File: config.mk
export PLATFORM = sky130hd
export DESIGN_NAME = fp_mult_seq
export DESIGN_NICKNAME = d
export VERILOG_FILES = /design/src/rtl/fp_pkg.sv /design/src/rtl/fp_mant_mul_seq.sv /design/src/rtl/fp_mult_seq.sv
export SDC_FILE = /design/constraint.sdc
export NUM_CORES = 1
export LEC_CHECK = 0
export ABC_AREA = 0
export CAP_MARGIN = 40
export CORE_AREA = 3 3 151 153
export CTS_BUF_LIST = sky130_fd_sc_hd__clkbuf_2
export DETAILED_ROUTE_END_ITERATION = 8
export DIE_AREA = 0 0 154 156
export GPL_TIMING_DRIVEN = 0
export PLACE_DENSITY = 0.81
export REMOVE_ABC_BUFFERS = 1
export SYNTH_ARGS = -nofsm -noshare
export SYNTH_HDL_FRONTEND = slang
export SYNTH_SLANG_ARGS = --single-unit
export TNS_END_PERCENT = 1
File: constraint.sdc
create_clock -name clk -period 6.5 [get_ports clk]
set_input_delay 1.3 -clock clk [delete_from_list [all_inputs] [get_ports clk]]
set_output_delay 1.3 -clock clk [all_outputs]
set_load 0.05 [all_outputs]
File: src/rtl/fp_pkg.sv
// fp_pkg: shared constants, FSM state and operand field types for the FP multiplier
package fp_pkg;
  localparam int FP_BIAS = 127;
  localparam int FP_EXP_MAX = 255;
  localparam logic [31:0] FP_QNAN = 32'h7FC00000;
  localparam int FP_MAN_W = 24;
  typedef enum logic [1:0] {S_IDLE, S_MULT, S_NORM, S_DONE} state_t;
  typedef struct packed {
    logic sign;
    logic [7:0] exp;
    logic [FP_MAN_W-1:0] mant;
  } fp_fields_t;
endpackage

File: src/rtl/fp_mant_mul_seq.sv
// fp_mant_mul_seq: radix-2 shift-add mantissa multiplier, one multiplier bit per step
module fp_mant_mul_seq #(
  parameter int W = 24
) (
  input  logic           clk,
  input  logic           rst,
  input  logic           load_i,
  input  logic [W-1:0]   mcand_i,
  input  logic [W-1:0]   mplr_i,
  input  logic           step_i,
  output logic           last_o,
  output logic [2*W-1:0] prod_o
);
  localparam int CW = $clog2(W);
  logic [2*W-1:0] mcand_q, acc_q;
  logic [W-1:0] mplr_q;
  logic [CW-1:0] cnt_q;
  // load clears the accumulator; each step adds the shifted multiplicand when the multiplier LSB is set
  always_ff @(posedge clk or posedge rst) begin
    if (rst) begin
      mcand_q <= '0;
      mplr_q <= '0;
      acc_q <= '0;
      cnt_q <= '0;
    end else if (load_i) begin
      mcand_q <= {{W{1'b0}}, mcand_i};
      mplr_q <= mplr_i;
      acc_q <= '0;
      cnt_q <= '0;
    end else if (step_i) begin
      acc_q <= mplr_q[0] ? acc_q + mcand_q : acc_q;
      mcand_q <= mcand_q << 1;
      mplr_q <= mplr_q >> 1;
      cnt_q <= cnt_q + 1'b1;
    end
  end
  assign last_o = cnt_q == CW'(W - 1);
  assign prod_o = acc_q;
endmodule

File: src/rtl/fp_mult_seq.sv
// fp_mult_seq: sequential single-precision multiplier with start/done handshake
module fp_mult_seq
  import fp_pkg::*;
#(
  parameter int EXP_W = 8,
  parameter int MAN_W = FP_MAN_W,
  parameter int BIAS = FP_BIAS
) (
  input  logic                   clk,
  input  logic                   rst,
  input  logic                   start,
  input  logic                   signoA,
  input  logic [EXP_W-1:0]       exponenteA,
  input  logic [MAN_W-1:0]       mantissaA,
  input  logic                   signoB,
  input  logic [EXP_W-1:0]       exponenteB,
  input  logic [MAN_W-1:0]       mantissaB,
  output logic                   busy,
  output logic                   done,
  output logic [EXP_W+MAN_W-1:0] result,
  output logic                   overflow,
  output logic                   underflow
);
  localparam int RW = EXP_W + MAN_W;
  localparam logic signed [EXP_W+1:0] E_BIAS = (EXP_W + 2)'(BIAS);
  localparam logic signed [EXP_W+1:0] E_MAX = (EXP_W + 2)'(FP_EXP_MAX);
  localparam logic signed [EXP_W+1:0] E_ZERO = '0;
  state_t state_q, state_d;
  fp_fields_t op_a, op_b;
  logic sign_q, sign_d, ovf_q, ovf_d, unf_q, unf_d;
  logic signed [EXP_W+1:0] exp_q, exp_d, e_n;
  logic [RW-1:0] res_q, res_d, spec_res;
  logic [MAN_W-2:0] frac;
  logic [2*MAN_W-1:0] prod;
  logic load, step, last;
  logic a_max, b_max, a_zero, b_zero, is_nan, is_inf, is_zero;
  assign op_a = '{signoA, exponenteA, mantissaA};
  assign op_b = '{signoB, exponenteB, mantissaB};
  assign a_max = &op_a.exp;
  assign b_max = &op_b.exp;
  assign a_zero = ~|op_a.exp;
  assign b_zero = ~|op_b.exp;
  assign is_nan = (a_max && |op_a.mant[MAN_W-2:0]) || (b_max && |op_b.mant[MAN_W-2:0]) || (a_max && b_zero) || (b_max && a_zero);
  assign is_inf = a_max || b_max;
  assign is_zero = a_zero || b_zero;
  assign spec_res = is_nan ? FP_QNAN : is_inf ? {op_a.sign ^ op_b.sign, {EXP_W{1'b1}}, {(MAN_W-1){1'b0}}} : {op_a.sign ^ op_b.sign, {(RW-1){1'b0}}};
  assign e_n = exp_q + $signed({{(EXP_W+1){1'b0}}, prod[2*MAN_W-1]});
  assign frac = prod[2*MAN_W-1] ? prod[2*MAN_W-2:MAN_W] : prod[2*MAN_W-3:MAN_W-1];
  fp_mant_mul_seq #(.W(MAN_W)) u_mul (
    .clk(clk),
    .rst(rst),
    .load_i(load),
    .mcand_i(op_a.mant),
    .mplr_i(op_b.mant),
    .step_i(step),
    .last_o(last),
    .prod_o(prod)
  );
  // state and result registers; reset aborts any operation in flight
  always_ff @(posedge clk or posedge rst) begin
    if (rst) begin
      state_q <= S_IDLE;
      sign_q <= 1'b0;
      exp_q <= '0;
      res_q <= '0;
      ovf_q <= 1'b0;
      unf_q <= 1'b0;
    end else begin
      state_q <= state_d;
      sign_q <= sign_d;
      exp_q <= exp_d;
      res_q <= res_d;
      ovf_q <= ovf_d;
      unf_q <= unf_d;
    end
  end
  // next state: accept operands in IDLE, short-circuit special values, normalise and pack after the loop
  always_comb begin
    state_d = state_q;
    sign_d = sign_q;
    exp_d = exp_q;
    res_d = res_q;
    ovf_d = ovf_q;
    unf_d = unf_q;
    load = 1'b0;
    step = 1'b0;
    unique case (state_q)
      S_IDLE: if (start) begin
        load = 1'b1;
        sign_d = op_a.sign ^ op_b.sign;
        exp_d = $signed({2'b00, op_a.exp}) + $signed({2'b00, op_b.exp}) - E_BIAS;
        if (is_nan || is_inf || is_zero) begin
          res_d = spec_res;
          ovf_d = 1'b0;
          unf_d = 1'b0;
          state_d = S_DONE;
        end else state_d = S_MULT;
      end
      S_MULT: begin
        step = 1'b1;
        state_d = last ? S_NORM : S_MULT;
      end
      S_NORM: begin
        ovf_d = e_n >= E_MAX;
        unf_d = !ovf_d && e_n <= E_ZERO;
        res_d = ovf_d ? {sign_q, {EXP_W{1'b1}}, {(MAN_W-1){1'b0}}} : unf_d ? {sign_q, {(RW-1){1'b0}}} : {sign_q, e_n[EXP_W-1:0], frac};
        state_d = S_DONE;
      end
      default: state_d = S_IDLE;
    endcase
  end
  assign busy = state_q == S_MULT || state_q == S_NORM;
  assign done = state_q == S_DONE;
  assign result = res_q;
  assign overflow = ovf_q;
  assign underflow = unf_q;
endmodule

==> reports/results.ini <==
[status]
outcome=completed

[job]
cap_violations=0

[clock_network]
clk_path_buf_depth=2
cts_resized=0
cts_hold_buf=0
htreeDepth=4
cts_root_buffer=clkbuf_2
cts.clk_slew.worst_paths_ns=0.26
post-cts-setup-buffer-count=0
cts_num_sinks=172
clk-insertion-delay-late_ns=0.79
cts_tree=yes
numCtsBuffers=17

[global_route]
grt_max_degree=97
grt_first_pass_wirelength_microns=40200
first_global_vias=8302
grt_usage_pct=19.8
grt_antenna_before_repair=0
grt_overflow=0

[placement]
numPortBuffers=104
dp_slack_ns=2.37
detailed_place_hpwl_microns=17600
gp_congestion=0.922

[timing]
worst_slew_pin_slew_ns=0.877
fin_crit_ns=3.76
layout_setup_ws_ns=2.74
finClkSkew_ns=0.0335
tns_ns=0
finalSetupViolations=0
maxSlewHeadroom_pct=41.4
drv_slew=0
period_share_pct=57.8
grt_setup_unrepaired=false
hold_viol_final=0
fmaxAchievable_mhz=266

[floorplan]
core_sq_um=21700
die_x_microns=154
start_util_pct=49.5
die_area_sq_um=24000
dieHeight_microns=156
ios=105
num_rows=54

[setup_path]
reg2regPathDepth=10
worstPathMaxFanout=4
cp_data_arrival_time_ns=2.46
path_class=flop to output pin
cp-start-kind=flop
end_kind=output pin
cp.required_ns=5.20

[power_and_ir_drop]
p_per_area_nw_per_um2=365
ir_worst_vdd_uv=201
p_leak_nw=5.63

[logic_synthesis]
ys_types=62
synth_edf_count=0
async_flop_share_pct=100
yosysTopAreaCell=dfrtp_1
synth_area_per_cell_sq_um=8.99
ys_ff_latch=172
yosysTopAreaCellShare_pct=40.1
synthCells=1194
synth_flop_cell=dfrtp_1
synth_area_sq_um=10700
ys_warn_count=0
synth.yosys.seq_area_share_pct=40.1
synth.area.top_cells=dfrtp_1 40%, mux2i_1 9.0%, ha_1 8.2%

[final_layout]
finalNetCount=1404
layout-drive-gt1-share_pct=4.86
multiInputGateArea_sq_um=6150
area_growth_pct=14.9
final_common_cell=nand2_1
nFillCells=1889
n_antenna_cell=0
regArea_sq_um=4300
mostFrequentLayoutCells=216 x nand2_1, 172 x dfrtp_1, 106 x o21ai_0, 104 x clkdlybuf4s50_1, 99 x a21oi_1

[detailed_routing]
dr.pass1.iters=5
wire_per_inst_microns=15.4
vias_per_cell=5.67
detail-route-antenna-nets=0
routed_wl_microns=23900
drtIter0Drc=608
drc=0
num_vias=8827

[hold_path]
whs_path_depth=2
hold_path_class=flop to flop

## sequential cells by signal (all words and copies together), names as in the netlist
name	count
sign_q	1
u_mul.prod_o	48
u_mul.mcand_q	48
u_mul.mplr_q	24
overflow	1
exp_q	10
underflow	1
result	32
u_mul.cnt_q	5
state_q	2
## critical path: stages, from the launching register on
cell and delay, ns:
dfrtp_1 0.51, inv_1 0.09, ha_1 0.28, clkdlybuf4s50_1 0.79
## final cells by class
class / instances / area share (%)
Inverter: 18 / 0.609
Sequential cell: 172 / 34.9
Timing Repair Buffer: 110 / 9.68
Tap cell: 280 / 2.84
Clock buffer: 17 / 0.690
Clock inverter: 15 / 1.44
Multi-Input combinational cell: 944 / 49.8
## path summary, 6_finish.rpt
path                                         startpoint                            to  slack, ns
setup reg to reg           u_mul.prod_o[47]$_DFFE_PP0P_        result[15]$_DFFE_PP0P_       2.92
min in group asynchronous                           rst  u_mul.mplr_q[21]$_DFFE_PP0P_       0.89
max in group asynchronous                           rst        result[15]$_DFFE_PP0P_       4.69
setup / recovery                 state_q[0]$_DFFE_PP0P_                          busy       2.74
hold / removal                   result[17]$_DFFE_PP0P_        result[17]$_DFFE_PP0P_       0.51
hold reg to reg                  result[17]$_DFFE_PP0P_        result[17]$_DFFE_PP0P_       0.51
## stage by stage
| step | utilization, % | std cells | total power, mW | area [sq um] | hold WS [ns] |
|---|---|---|---|---|---|
| floorplan | - | 1134 | 3.36 | 10500 | 0.450 |
| global placement | 54.8 | 1518 | 3.89 | 11900 | 0.460 |
| detailed placement | 55.6 | 1524 | 3.90 | 12100 | 0.471 |
| CTS | 56.9 | 1556 | 4.52 | 12300 | 0.519 |
| global route | 56.9 | 1556 | 4.86 | 12300 | 0.550 |
| finish | 56.9 | 1556 | 4.50 | 12300 | 0.512 |
## where the power goes
| group | internal (mW) | switching (mW) | leakage, nW |
|---|---|---|---|
| registers | 1.39 | 0.256 | 2.23 |
| clock network | 0.194 | 0.422 | 0.154 |
| logic | 0.922 | 1.32 | 3.24 |
## cells by family after synthesis
family          synth area share (%)
xor+xnor                        5.14
flops                           40.1
compound gates                  18.5
buf+inv                         2.75
mux                             9.06
fa+ha+maj                       8.54
simple gates                    15.9
## synth_stat cells (4+ instances only)
master	count
nand2_1	216
dfrtp_1	172
o21ai_0	106
a21oi_1	99
mux2i_1	96
nor2_1	72
ha_1	70
clkbuf_1	51
xnor2_1	38
a21o_1	26
xor2_1	25
nor4_1	19
inv_1	18
nand4_1	18
a31oi_1	14
nand3_1	13
nor3_1	13
and2_1	9
a211oi_1	8
a21boi_0	8
a22o_1	7
and3_1	7
buf_1	7
o21a_1	7
o21bai_1	7
o31ai_1	7
o211ai_1	5
nand2b_1	4
## per-layer routing
metal | share of wire [%] | wire [microns] | GRT usage [%]
met1 | 47 | 11200 | 27.3
met3 | 4.1 | 978 | 3.86
met4 | 1.2 | 281 | 4.46
met5 | 0 | 0 | 0
met2 | 48 | 11400 | 32.8
Note: power is estimated with default switching activity, not from simulation.
